==> src/rtl/sync_fifo_pkg.sv <==
// ============================================================================
// Module      : sync_fifo_pkg
// Description : Shared defaults, depth helper and count type for sync_fifo.
// Revision    : 1.0 - initial release
// ============================================================================
`default_nettype none

package sync_fifo_pkg;

    localparam int SYNC_FIFO_DSIZE = 8;
    localparam int SYNC_FIFO_ASIZE = 4;

    typedef logic [SYNC_FIFO_ASIZE:0] sync_fifo_cnt_t;

    function automatic int sync_fifo_depth(input int asize);
        return 1 << asize;
    endfunction

endpackage

`default_nettype wire

==> src/rtl/sync_fifo_mem.sv <==
// ============================================================================
// Module      : sync_fifo_mem
// Description : 2**ASIZE x DSIZE register array, sync write, async read.
// Revision    : 1.0 - initial release
// ============================================================================
`default_nettype none

module sync_fifo_mem
    import sync_fifo_pkg::*;
#(
    parameter int DSIZE = SYNC_FIFO_DSIZE,
    parameter int ASIZE = SYNC_FIFO_ASIZE
) (
    input  logic             clk,
    input  logic             wen,
    input  logic [ASIZE-1:0] waddr,
    input  logic [DSIZE-1:0] wdata,
    input  logic [ASIZE-1:0] raddr,
    output logic [DSIZE-1:0] rdata
);

    localparam int DEPTH = sync_fifo_depth(ASIZE);

    // Storage is deliberately left out of reset.
    logic [DSIZE-1:0] mem_q [DEPTH];

    always_ff @(posedge clk) begin
        if (wen) begin
            mem_q[waddr] <= wdata;
        end
    end

    assign rdata = mem_q[raddr];

endmodule

`default_nettype wire

==> src/rtl/sync_fifo.sv <==
// ============================================================================
// Module      : sync_fifo
// Description : Single-clock FIFO with count, almost flags, sticky errors.
//               Define SYNC_FIFO_FWFT_EN for first-word-fall-through reads.
// Revision    : 1.0 - initial release
// ============================================================================
`default_nettype none

module sync_fifo
    import sync_fifo_pkg::*;
#(
    parameter int DSIZE     = SYNC_FIFO_DSIZE,
    parameter int ASIZE     = SYNC_FIFO_ASIZE,
    parameter int AF_THRESH = sync_fifo_depth(ASIZE) - 2,
    parameter int AE_THRESH = 2
) (
    input  logic             clk,
    input  logic             rst_n,
    input  logic             winc,
    input  logic [DSIZE-1:0] wdata,
    output logic             wfull,
    output logic             walmost_full,
    input  logic             rinc,
    output logic [DSIZE-1:0] rdata,
    output logic             rempty,
    output logic             ralmost_empty,
    output logic [ASIZE:0]   count,
    input  logic             clr_err,
    output logic             overflow,
    output logic             underflow
);

    localparam int             DEPTH   = sync_fifo_depth(ASIZE);
    localparam logic [ASIZE:0] C_DEPTH = (ASIZE+1)'(DEPTH);
    localparam logic [ASIZE:0] C_AF    = (ASIZE+1)'(AF_THRESH);
    localparam logic [ASIZE:0] C_AE    = (ASIZE+1)'(AE_THRESH);
    localparam logic [ASIZE:0] C_CNT1  = (ASIZE+1)'(1);
    localparam logic [ASIZE-1:0] C_PTR1 = ASIZE'(1);

    logic [ASIZE-1:0] wptr_q, wptr_d;
    logic [ASIZE-1:0] rptr_q, rptr_d;
    logic [ASIZE:0]   count_q, count_d;
    logic             overflow_q, overflow_d;
    logic             underflow_q, underflow_d;
    logic             wr_acc, rd_acc;
    logic [DSIZE-1:0] mem_rdata;

    assign wfull         = (count_q == C_DEPTH);
    assign rempty        = (count_q == '0);
    assign walmost_full  = (count_q >= C_AF);
    assign ralmost_empty = (count_q <= C_AE);
    assign count         = count_q;
    assign overflow      = overflow_q;
    assign underflow     = underflow_q;

    // Flags come from the registered count, so a same-cycle pop cannot free room.
    assign wr_acc = winc & ~wfull;
    assign rd_acc = rinc & ~rempty;

    always_comb begin
        wptr_d  = wr_acc ? wptr_q + C_PTR1 : wptr_q;
        rptr_d  = rd_acc ? rptr_q + C_PTR1 : rptr_q;
        count_d = count_q;
        case ({wr_acc, rd_acc})
            2'b10:   count_d = count_q + C_CNT1;
            2'b01:   count_d = count_q - C_CNT1;
            default: count_d = count_q;
        endcase
        // A violation in the same cycle as clr_err keeps the flag set.
        overflow_d  = (winc & wfull)  | (overflow_q  & ~clr_err);
        underflow_d = (rinc & rempty) | (underflow_q & ~clr_err);
    end

    always_ff @(posedge clk or negedge rst_n) begin
        if (!rst_n) begin
            wptr_q      <= '0;
            rptr_q      <= '0;
            count_q     <= '0;
            overflow_q  <= 1'b0;
            underflow_q <= 1'b0;
        end else begin
            wptr_q      <= wptr_d;
            rptr_q      <= rptr_d;
            count_q     <= count_d;
            overflow_q  <= overflow_d;
            underflow_q <= underflow_d;
        end
    end

    sync_fifo_mem #(
        .DSIZE (DSIZE),
        .ASIZE (ASIZE)
    ) u_mem (
        .clk   (clk),
        .wen   (wr_acc),
        .waddr (wptr_q),
        .wdata (wdata),
        .raddr (rptr_q),
        .rdata (mem_rdata)
    );

`ifdef SYNC_FIFO_FWFT_EN
    assign rdata = mem_rdata;
`else
    logic [DSIZE-1:0] rdata_q, rdata_d;

    always_comb begin
        rdata_d = rd_acc ? mem_rdata : rdata_q;
    end

    always_ff @(posedge clk or negedge rst_n) begin
        if (!rst_n) begin
            rdata_q <= '0;
        end else begin
            rdata_q <= rdata_d;
        end
    end

    assign rdata = rdata_q;
`endif

endmodule

`default_nettype wire
==> config.mk <==
export PLATFORM = sky130hd
export DESIGN_NAME = sync_fifo
export DESIGN_NICKNAME = d
export VERILOG_FILES = /design/src/rtl/sync_fifo_pkg.sv /design/src/rtl/sync_fifo_mem.sv /design/src/rtl/sync_fifo.sv
export SDC_FILE = /design/constraint.sdc
export NUM_CORES = 1
export LEC_CHECK = 0
export CAP_MARGIN = 20
export CORE_MARGIN = 2
export CORE_UTILIZATION = 38
export DETAILED_ROUTE_END_ITERATION = 10
export PLACE_DENSITY = 0.52
export SLEW_MARGIN = 30
export SYNTH_ARGS = -nofsm -noshare
export SYNTH_HDL_FRONTEND = slang
export SYNTH_SLANG_ARGS = --single-unit
==> constraint.sdc <==
create_clock -name clk -period 3.1 [get_ports clk]
set_input_delay 0.62 -clock clk [delete_from_list [all_inputs] [get_ports clk]]
set_output_delay 0.62 -clock clk [all_outputs]
set_load 0.005 [all_outputs]
==> flow_summary.json, run 1 <==
{
  "seqPwrFrac_pct": 41.0,
  "antennaDiodeCount": 0,
  "dp_hpwl_mm": 7.83,
  "holdBufCountCts": 0,
  "register_area_um2": 4420,
  "use_met2_pct": 23.8,
  "die_w_um": 132,
  "synth_top_area_cell": "edfxtp_1",
  "skew_ps": 6.93,
  "cp-start-kind": "flip-flop",
  "grtUsageMet1_pct": 22.7,
  "status": "completed",
  "synth_most_common_cell": "edfxtp_1",
  "wirelength_mm": 12.7,
  "grtUsageTotal_pct": 15.8,
  "grt_pass1_wl_mm": 20.0,
  "cts_tree": "yes",
  "internal-power_mw": 4.65,
  "drtAntennaViolNets": 0,
  "insertion_delay_ps": 420,
  "area_growth_pct": 20.1,
  "synthCells": 332,
  "synth_top_area_share_pct": 62.1,
  "setup_viol": 0,
  "grt_start_max_net_pins": 34,
  "ctsResizeCount": 0,
  "synth_xor_area_share_pct": 1.27,
  "ys_seq_elements": 151,
  "vias": 3188,
  "crit_path_end_kind": "flip-flop",
  "synth.avg_cell_area_um2": 18.6,
  "worst_pin_slew_ps": 618,
  "synth_ff_type": "edfxtp_1",
  "synth_edf_count": 128,
  "syn-num-nets": 354,
  "seq_area_frac_synth_pct": 71.4,
  "synthSimpleGateAreaFrac_pct": 4.97,
  "synth_cell_type_count": 42,
  "slew_viol_final": 0,
  "critPathMaxFanout": 7,
  "placed_cells": 587,
  "comb_power_share_pct": 29.6,
  "drt_iter0_drc": 299,
  "io_pins": 32,
  "cp_data_required_time_ps": 3420,
  "hold_viol_final": 0,
  "synthTopCellsByArea": "edfxtp_1 62%, mux4_2 12%, dfrtp_1 9.3%",
  "drc": 0,
  "synth_warnings": 0,
  "drt-wirelength-per-cell_um": 20.6,
  "muxShareOfSynthArea_pct": 14.4,
  "top_usage_layer": "met2",
  "root_buffer": "clkbuf_16",
  "ctsHtreeMaxLevel": 4,
  "grt_remaining_overflow": 0,
  "cts_buffers": 17,
  "crit_arrival_ps": 3140,
  "port_buffers": 31,
  "final_nets": 412,
  "multiInputGateArea_um2": 1640,
  "holdCritPathClass": "flip-flop to flip-flop",
  "grt_pass1_vias": 3261,
  "n_fill_cell": 1415,
  "fin_crit_ps": 2830,
  "start_util_pct": 39.0,
  "setup_tns_ps": 0,
  "netlist_area_um2": 6190,
  "die_h_um": 132,
  "fmax_mhz": 354,
  "relSlewSlack_pct": 58.8,
  "power.switching_mw": 2.06,
  "netSwitchingFraction_pct": 30.7,
  "cts_setup_buffers": 0,
  "coreArea_um2": 15900,
  "ys_async_sr_fraction_pct": 15.2,
  "synth_common_cells": "128 x edfxtp_1, 32 x mux4_2, 23 x dfrtp_1, 23 x nand2_1, 18 x nor2_1",
  "synth_top_family_by_area": "multiplexers",
  "synth-adder-area-share_pct": 1.82,
  "clkPwrFrac_pct": 29.4,
  "gr-usage-met3_pct": 3.40,
  "dieArea_um2": 17300,
  "layout-drive-gt1-share_pct": 26.4,
  "std_cell_rows": 46,
  "min_period_over_period_pct": 91.2,
  "synth_compound_area_share_pct": 3.96,
  "clkSlewWorstSetupHoldPaths_ps": 60,
  "ir_worst_vdd_v": 0.000582,
  "leakage_nw": 2.56,
  "maxCapViolations": 0,
  "instances_no_fill": 618,
  "gp_congestion": 0.746,
  "drt_first_pass_iters": 4,
  "p_per_area_nw_per_um2": 903,
  "viasPerCell": 5.16,
  "rsz0062_at_grt": "no",
  "clkSinkCount": 151,
  "clockBufferDepth": 2,
  "antenna_found_initial": 0,
  "path_class": "flip-flop to flip-flop"
}
==> state kept, by name, summed over array words and instances (netlist names) <==
register,count
rdata,8
overflow,1
wptr_q,4
u_mem.mem_q,128
underflow,1
rptr_q,4
count,5
==> logic make-up after synthesis <==
| family | after synthesis |
|---|---|
| flops | 151 |
| simple gates | 63 |
| mux | 49 |
| buf+inv | 26 |
| compound gates | 25 |
| xor+xnor | 9 |
| fa+ha+maj | 9 |
==> power groups by stage <==
| stage | registers, mW | clock network, mW | logic, mW |
|---|---|---|---|
| 2_1_floorplan | 2.67 | 0 | 1.42 |
| 3_3_place_gp | 2.79 | 0 | 2.02 |
| 6_report | 2.75 | 1.97 | 1.99 |
| 5_1_grt | 2.80 | 2.12 | 2.16 |
| 4_1_cts | 2.76 | 2.02 | 2.03 |
| 3_5_place_dp | 2.80 | 0 | 2.02 |
==> placed cells by master (no fill, tap or decap), drive strengths merged, types with 2 or more instances in the layout <==
cell type and count:
a21oi 3, a22o 2, buf 27, clkbuf 17, clkdlybuf4s50 31, clkinv 3, clkinvlp 3, dfrtp 23
edfxtp 128, ha 9, inv 14, mux2i 16, mux4 32, nand2 24, nand2b 4, nand3 2
nand4 2, nor2 18, nor2b 3, nor3 4, o21ai 5, o221ai 8, xnor2 6, xor2 3
==> metal layers <==
layer  wire length [um]  part of all wire (%)
met5                  0                     0
met1               6070                    48
met4                149                   1.2
met2               6060                    48
met3                432                   3.4
==> worst max-delay path, cell delays in order (launching register included) <==
cell and delay, ps:
dfrtp_1 440, or4_4 530, o21ai_2 160, inv_2 110
ha_1 310, xor2_1 180, ha_1 220, nor2b_1 130
o21ai_0 220, a21oi_1 120, nor4b_1 290
==> cell type report <==
| class | instances | area share (%) |
|---|---|---|
| clock buffer | 17 | 5.72 |
| clock inverter | 14 | 1.87 |
| inverter | 7 | 0.354 |
| multi-input combinational | 155 | 22.0 |
| sequential | 151 | 59.5 |
| tap | 216 | 3.64 |
| timing repair buffer | 58 | 6.90 |
==> worst paths after layout <==
kind                            depth (start not counted)            startpoint  slack (ps)                    end
worst max-delay path                                   10  count[3]$_DFFE_PN0P_         270   count[4]$_DFFE_PN0P_
worst min-delay path                                    2  rdata[1]$_DFFE_PN0P_         490   rdata[1]$_DFFE_PN0P_
worst max register to register                         10  count[3]$_DFFE_PN0P_         270   count[4]$_DFFE_PN0P_
worst min register to register                          2  rdata[1]$_DFFE_PN0P_         490   rdata[1]$_DFFE_PN0P_
max in group asynchronous                               2                 rst_n        2270  rptr_q[2]$_DFFE_PN0P_
min in group asynchronous                               2                 rst_n         560  wptr_q[0]$_DFFE_PN0P_
==> through the flow <==
step                      hold WS [ps]  utilization [%]  total power, mW  setup WS [ps]  cell area (um2)
after floorplan                    324                -             4.09            236             6190
after detailed placement           487             43.2             4.82            197             6870
final                              492             46.8             6.71            274             7430
after global placement             476             43.2             4.81            271             6870
after global routing               532             46.8             7.08           42.0             7430
after CTS                          501             46.8             6.81            250             7430
Power figures use the tool's default switching activity.
==> run 2: changes to the inputs <==
Settings changed: SETUP_SLACK_MARGIN set to 0.3.
==> run 2 against run 1 <==
Sequential cell count did not move. Combinational power increased by 2%. First-iteration DRC count is 21% lower. Worst hold slack got worse by 3.3 ps. Final area grew 2.1%. Non-clock buffer count rose by 7. Sequential share of layout area decreased by 1.2 points. Largest cell class unchanged. Sequential power is essentially flat. Clock skew is 1.4 ps lower. Highest routed layer unchanged. Global-route usage barely moved.
==> flow_summary.json, run 2 (same netlist as run 1, synthesis figures left out) <==
{
  "path_class": "flip-flop to output pin",
  "dp_hpwl_mm": 7.59,
  "vias": 3144,
  "crit_buf_inv": 1,
  "insertion_delay_ps": 420,
  "place_area_um2": 6860,
  "port_buffers": 31,
  "area_growth_pct": 22.6,
  "drt-wirelength-per-cell_um": 20.3,
  "status": "completed",
  "critPathMaxFanout": 6,
  "maxCapViolations": 0,
  "cts_buffers": 17,
  "fmax_mhz": 372,
  "drc": 0,
  "drtAntennaViolNets": 0,
  "final_common_cell": "edfxtp_1",
  "crit_arrival_ps": 2070,
  "layout-drive-gt1-share_pct": 28.5,
  "grtUsageTotal_pct": 15.8,
  "critPathSlowestCell": "or4_4",
  "finalPower_mw": 7.02,
  "wirelength_mm": 12.7,
  "die_h_um": 132,
  "crit_path_end_kind": "output pin",
  "slew_viol_final": 0,
  "ctsHtreeMaxLevel": 4,
  "hold_ws_ps": 489,
  "grt_remaining_overflow": 0,
  "layout_common_cells": "128 x edfxtp_1, 34 x buf_4, 32 x mux4_2",
  "antennaDiodeCount": 0,
  "path_delay_family": "simple AND/OR/NAND/NOR gates",
  "slowest_delay_ps": 530,
  "die_w_um": 132,
  "coreArea_um2": 15900,
  "start_util_pct": 39.0,
  "setup_viol": 0,
  "power.switching_mw": 2.09,
  "relSlewSlack_pct": 59.3,
  "grt_pass1_wl_mm": 19.8,
  "rsz0062_at_grt": "no",
  "placed_cells": 586,
  "clockBufferDepth": 2,
  "final_nets": 419,
  "dieArea_um2": 17300,
  "cts_tree": "yes",
  "skew_ps": 5.53,
  "largest_reg_flops": 128,
  "instances_no_fill": 626,
  "p_per_area_nw_per_um2": 925,
  "netSwitchingFraction_pct": 29.7,
  "grt_start_max_net_pins": 34,
  "worst_pin_slew_ps": 610,
  "clkSinkCount": 151,
  "holdCritPathClass": "flip-flop to flip-flop",
  "grt_pass1_vias": 3171,
  "hold_viol_final": 0,
  "io_pins": 32,
  "clkPwrFrac_pct": 31.8,
  "root_buffer": "clkbuf_16",
  "viasPerCell": 5.02,
  "setup_tns_ps": 0,
  "seqPwrFrac_pct": 39.3,
  "antenna_found_initial": 0,
  "drt_iter0_drc": 235,
  "largest_register": "u_mem.mem_q",
  "internal-power_mw": 4.93,
  "cp_data_required_time_ps": 2480,
  "drt_first_pass_iters": 4,
  "comb_power_share_pct": 28.9,
  "crit_path_cell_trace": "or4_4 -> nor2_1 -> clkdlybuf4s50_1",
  "std_cell_rows": 46,
  "min_period_over_period_pct": 86.7,
  "ir_worst_vdd_v": 0.000603,
  "gp_congestion": 0.733,
  "finalInstanceArea_um2": 7590,
  "fin_crit_ps": 2690,
  "cp-start-kind": "flip-flop",
  "holdBufCountCts": 0,
  "leakage_nw": 2.63,
  "clkSlewWorstSetupHoldPaths_ps": 60
}
==> run 2: cell types whose count changed in the layout (fill, tap and decap cells not counted), sizes merged <==
| cell | delta |
|---|---|
| buf | +7 |
| inv | -1 |
| bufinv | +3 |
| clkinvlp | -1 |
==> run 2: final cells by class <==
class                      instances  area (um2)
inverter                           7        31.3
sequential                       151        4420
clock inverter                    15         214
fill                            1383        8300
clock buffer                      17         425
multi-input combinational        155        1660
timing repair buffer              65         566
tap                              216         270
==> run 2: tightest hold or removal path, delay by kind of cell (launching register included) <==
| family | cells | cell delay, ps |
|---|---|---|
| flip-flops | 1 | 340 |
| AND/OR/NAND/NOR | 1 | 60 |
| AO/OA/AOI/OAI | 1 | 50 |
==> run 2: per-stage QoR <==
stage | util, % | worst slack, ps
final | 47.8 | 413
after global routing | 47.8 | 289
after CTS | 47.2 | 306
after detailed placement | 43.2 | 234
after global placement | 43.2 | 300
after floorplan | - | 303
==> run 2: repair_timing <==
action | CTS | global route
endpoints found under the setup margin | 1 | 3
pin swaps | 0 | 4
setup buffers | 0 | 8
resized for setup | 2 | 7
==> run 2: final timing paths <==
kind / start / to / slack, ps / cells past startpoint
min in group asynchronous: rst_n / count[0]$_DFFE_PN0P_ / 560 / 2
setup reg to reg: count[3]$_DFFE_PN0P_ / count[4]$_DFFE_PN0P_ / 440 / 10
setup / recovery: count[3]$_DFFE_PN0P_ / wfull / 410 / 3
hold / removal: rdata[0]$_DFFE_PN0P_ / rdata[0]$_DFFE_PN0P_ / 490 / 2
max in group asynchronous: rst_n / rptr_q[2]$_DFFE_PN0P_ / 2270 / 2
hold reg to reg: rdata[0]$_DFFE_PN0P_ / rdata[0]$_DFFE_PN0P_ / 490 / 2
==> run 2: per-layer routing <==
layer	routed length (um)	vias up	GRT usage, %
met3	488	11	4.13
met2	5870	64	23.3
li1	-	1446	-
met4	132	0	4.71
met1	6220	1623	23.0
met5	0	-	0
==> run 2: power groups by stage <==
stage | Sequential [mW] | Clock [mW] | Combinational [mW]
6_report | 2.76 | 2.23 | 2.03
4_1_cts | 2.77 | 2.28 | 2.01
5_1_grt | 2.81 | 2.37 | 2.22
3_5_place_dp | 2.81 | 0 | 2.00
3_3_place_gp | 2.80 | 0 | 1.98
2_1_floorplan | 2.67 | 0 | 1.42
==> run 3: changes to the inputs <==
Settings changed: SYNTH_HIERARCHICAL set to 1.
==> run 3 against run 2 <==
Synthesized cell count decreased by 4.8%. Clock power decreased by 9.4%. Routed wire length increased by 0.38%. Largest cell class unchanged. Largest power group unchanged. Highest routed layer unchanged.
==> flow_summary.json, run 3 <==
{
  "holdBufCountCts": 0,
  "relSlewSlack_pct": 45.5,
  "p_per_area_nw_per_um2": 926,
  "use_met2_pct": 25.7,
  "worst_pin_slew_ps": 814,
  "n_fill_cell": 1355,
  "skew_ps": 9.60,
  "cp_data_required_time_ps": 3390,
  "reg2reg_slack_ps": 360,
  "synth_most_common_cell": "edfxtp_1",
  "antenna_found_initial": 0,
  "finalPower_mw": 6.97,
  "grtUsageTotal_pct": 15.8,
  "cp-start-kind": "flip-flop",
  "setup_viol": 0,
  "leakage_nw": 2.60,
  "top_usage_layer": "met2",
  "fmax_mhz": 365,
  "vias": 3166,
  "worst_hold_path.num_cells": 1,
  "grt_pass1_wl_mm": 19.7,
  "gr-usage-met3_pct": 4.71,
  "dieArea_um2": 17200,
  "netlist_area_um2": 6150,
  "min_period_over_period_pct": 88.3,
  "final_common_cell": "edfxtp_1",
  "fin_crit_ps": 2740,
  "instances_no_fill": 616,
  "root_buffer": "clkbuf_16",
  "fin_ws_ps": 364,
  "seq_area_frac_synth_pct": 71.8,
  "synth_cell_type_count": 44,
  "ir_worst_vdd_v": 0.000475,
  "maxCapViolations": 0,
  "largest_register": "u_mem/mem_q",
  "worst_r2r_endpoint": "count[4]$_DFFE_PN0P_",
  "syn-num-nets": 336,
  "holdCritPathClass": "flip-flop to flip-flop",
  "hold_viol_final": 0,
  "drt_iter0_drc": 241,
  "slew_viol_final": 0,
  "final_nets": 407,
  "critPathMaxFanout": 8,
  "synth_warnings": 6,
  "drt-wirelength-per-cell_um": 20.7,
  "dp_slack_ps": 98.7,
  "grt_start_max_net_pins": 25,
  "start_util_pct": 38.9,
  "crit_arrival_ps": 3020,
  "synth_top_area_cell": "edfxtp_1",
  "worstHoldEndpoint": "rdata[0]$_DFFE_PN0P_",
  "drt_first_pass_iters": 4,
  "grtUsageMet1_pct": 20.2,
  "setup_tns_ps": 0,
  "hp-start": "rdata[0]$_DFFE_PN0P_",
  "die_h_um": 131,
  "rsz0062_at_grt": "no",
  "gp_congestion": 0.733,
  "ys_seq_elements": 151,
  "grt_remaining_overflow": 0,
  "layout_common_cells": "128 x edfxtp_1, 33 x buf_4, 31 x clkdlybuf4s50_1",
  "r2r_start": "count[1]$_DFFE_PN0P_",
  "port_buffers": 31,
  "crit_path_end_kind": "flip-flop",
  "clkSinkCount": 151,
  "coreArea_um2": 15800,
  "ys_async_sr_fraction_pct": 15.2,
  "synth_ff_type": "edfxtp_1",
  "cts_tree": "yes",
  "viasPerCell": 5.14,
  "wirelength_mm": 12.8,
  "area_growth_pct": 22.3,
  "synth_common_cells": "128 x edfxtp_1, 23 x dfrtp_1, 18 x mux4_2",
  "synth.avg_cell_area_um2": 19.5,
  "cts_buffers": 17,
  "die_w_um": 131,
  "clkSlewWorstSetupHoldPaths_ps": 60,
  "drtAntennaViolNets": 0,
  "drc": 0,
  "synth_edf_count": 128,
  "insertion_delay_ps": 420,
  "ctsHtreeMaxLevel": 4,
  "synthCells": 316,
  "largest_reg_flops": 128,
  "antennaDiodeCount": 0,
  "clockBufferDepth": 2,
  "worstRegToRegCells": 8,
  "status": "completed",
  "synthTopCellsByArea": "edfxtp_1 62%, dfrtp_1 9.4%, mux4_2 6.6%",
  "io_pins": 32,
  "std_cell_rows": 46,
  "placed_cells": 575,
  "grt_pass1_vias": 3288,
  "layout-drive-gt1-share_pct": 26.8,
  "path_class": "flip-flop to flip-flop",
  "synth_top_area_share_pct": 62.5,
  "dp_hpwl_mm": 8.02
}
-- run 3: metrics by stage --
stage | hold slack, ps | cell area, um2 | util [%]
after floorplan | 324 | 6170 | -
after global placement | 490 | 6850 | 43.2
after detailed placement | 497 | 6850 | 43.2
after CTS | 512 | 7440 | 47.0
after global routing | 538 | 7530 | 47.5
final | 505 | 7530 | 47.5
-- run 3: logic make-up after synthesis --
| group | Yosys count | synth area share (%) |
|---|---|---|
| compound gates | 35 | 4.09 |
| buf+inv | 18 | 2.01 |
| fa+ha+maj | 7 | 1.55 |
| simple gates | 53 | 4.62 |
| xor+xnor | 8 | 1.14 |
| flops | 151 | 71.8 |
| mux | 44 | 14.8 |
-- run 3: repair_timing --
item                       in CTS  in global routing
buffers inserted                0                  9
setup endpoints to repair       1                  2
pin swaps                       0                  2
gates resized for setup         2                  4
-- run 3: layout make-up --
type / count / area, um2 / area share [%]
tap: 216 / 270 / 3.59
sequential: 151 / 4420 / 58.8
clock buffer: 18 / 439 / 5.84
multi-input combinational: 147 / 1650 / 21.9
inverter: 5 / 18.8 / 0.249
clock inverter: 14 / 146 / 1.95
timing repair buffer: 65 / 578 / 7.68
-- run 3: worst max-delay path: stages, from the launching register on --
cell and delay [ps]:
dfrtp_2 430, or4_4 590, o21ai_4 150, inv_1 80, ha_4 200, ha_4 240, or4b_2 650, o311ai_2 110
o211ai_1 140
-- run 3: routing by layer --
metal	vias to the layer above	wire length, um
met2	71	6400
li1	1440	-
met4	0	223
met3	18	529
met5	-	0
met1	1637	5610
-- run 3: worst max-delay path by stage --
stage                    startpoint                   end
4_1_cts        count[0]$_DFFE_PN0P_                rempty
5_1_grt        count[1]$_DFFE_PN0P_  count[4]$_DFFE_PN0P_
3_3_place_gp                   winc  count[4]$_DFFE_PN0P_
2_1_floorplan  count[0]$_DFFE_PN0P_  count[4]$_DFFE_PN0P_
3_5_place_dp                   winc  count[4]$_DFFE_PN0P_
6_report       count[1]$_DFFE_PN0P_  count[4]$_DFFE_PN0P_
-- run 3: where the power goes --
| part | leakage (nW) | switching, mW | internal [mW] | total, mW |
|---|---|---|---|---|
| clock network | 0.285 | 0.814 | 1.21 | 2.02 |
| registers | 1.43 | 0.238 | 2.55 | 2.79 |
| logic | 0.886 | 1.02 | 1.14 | 2.16 |
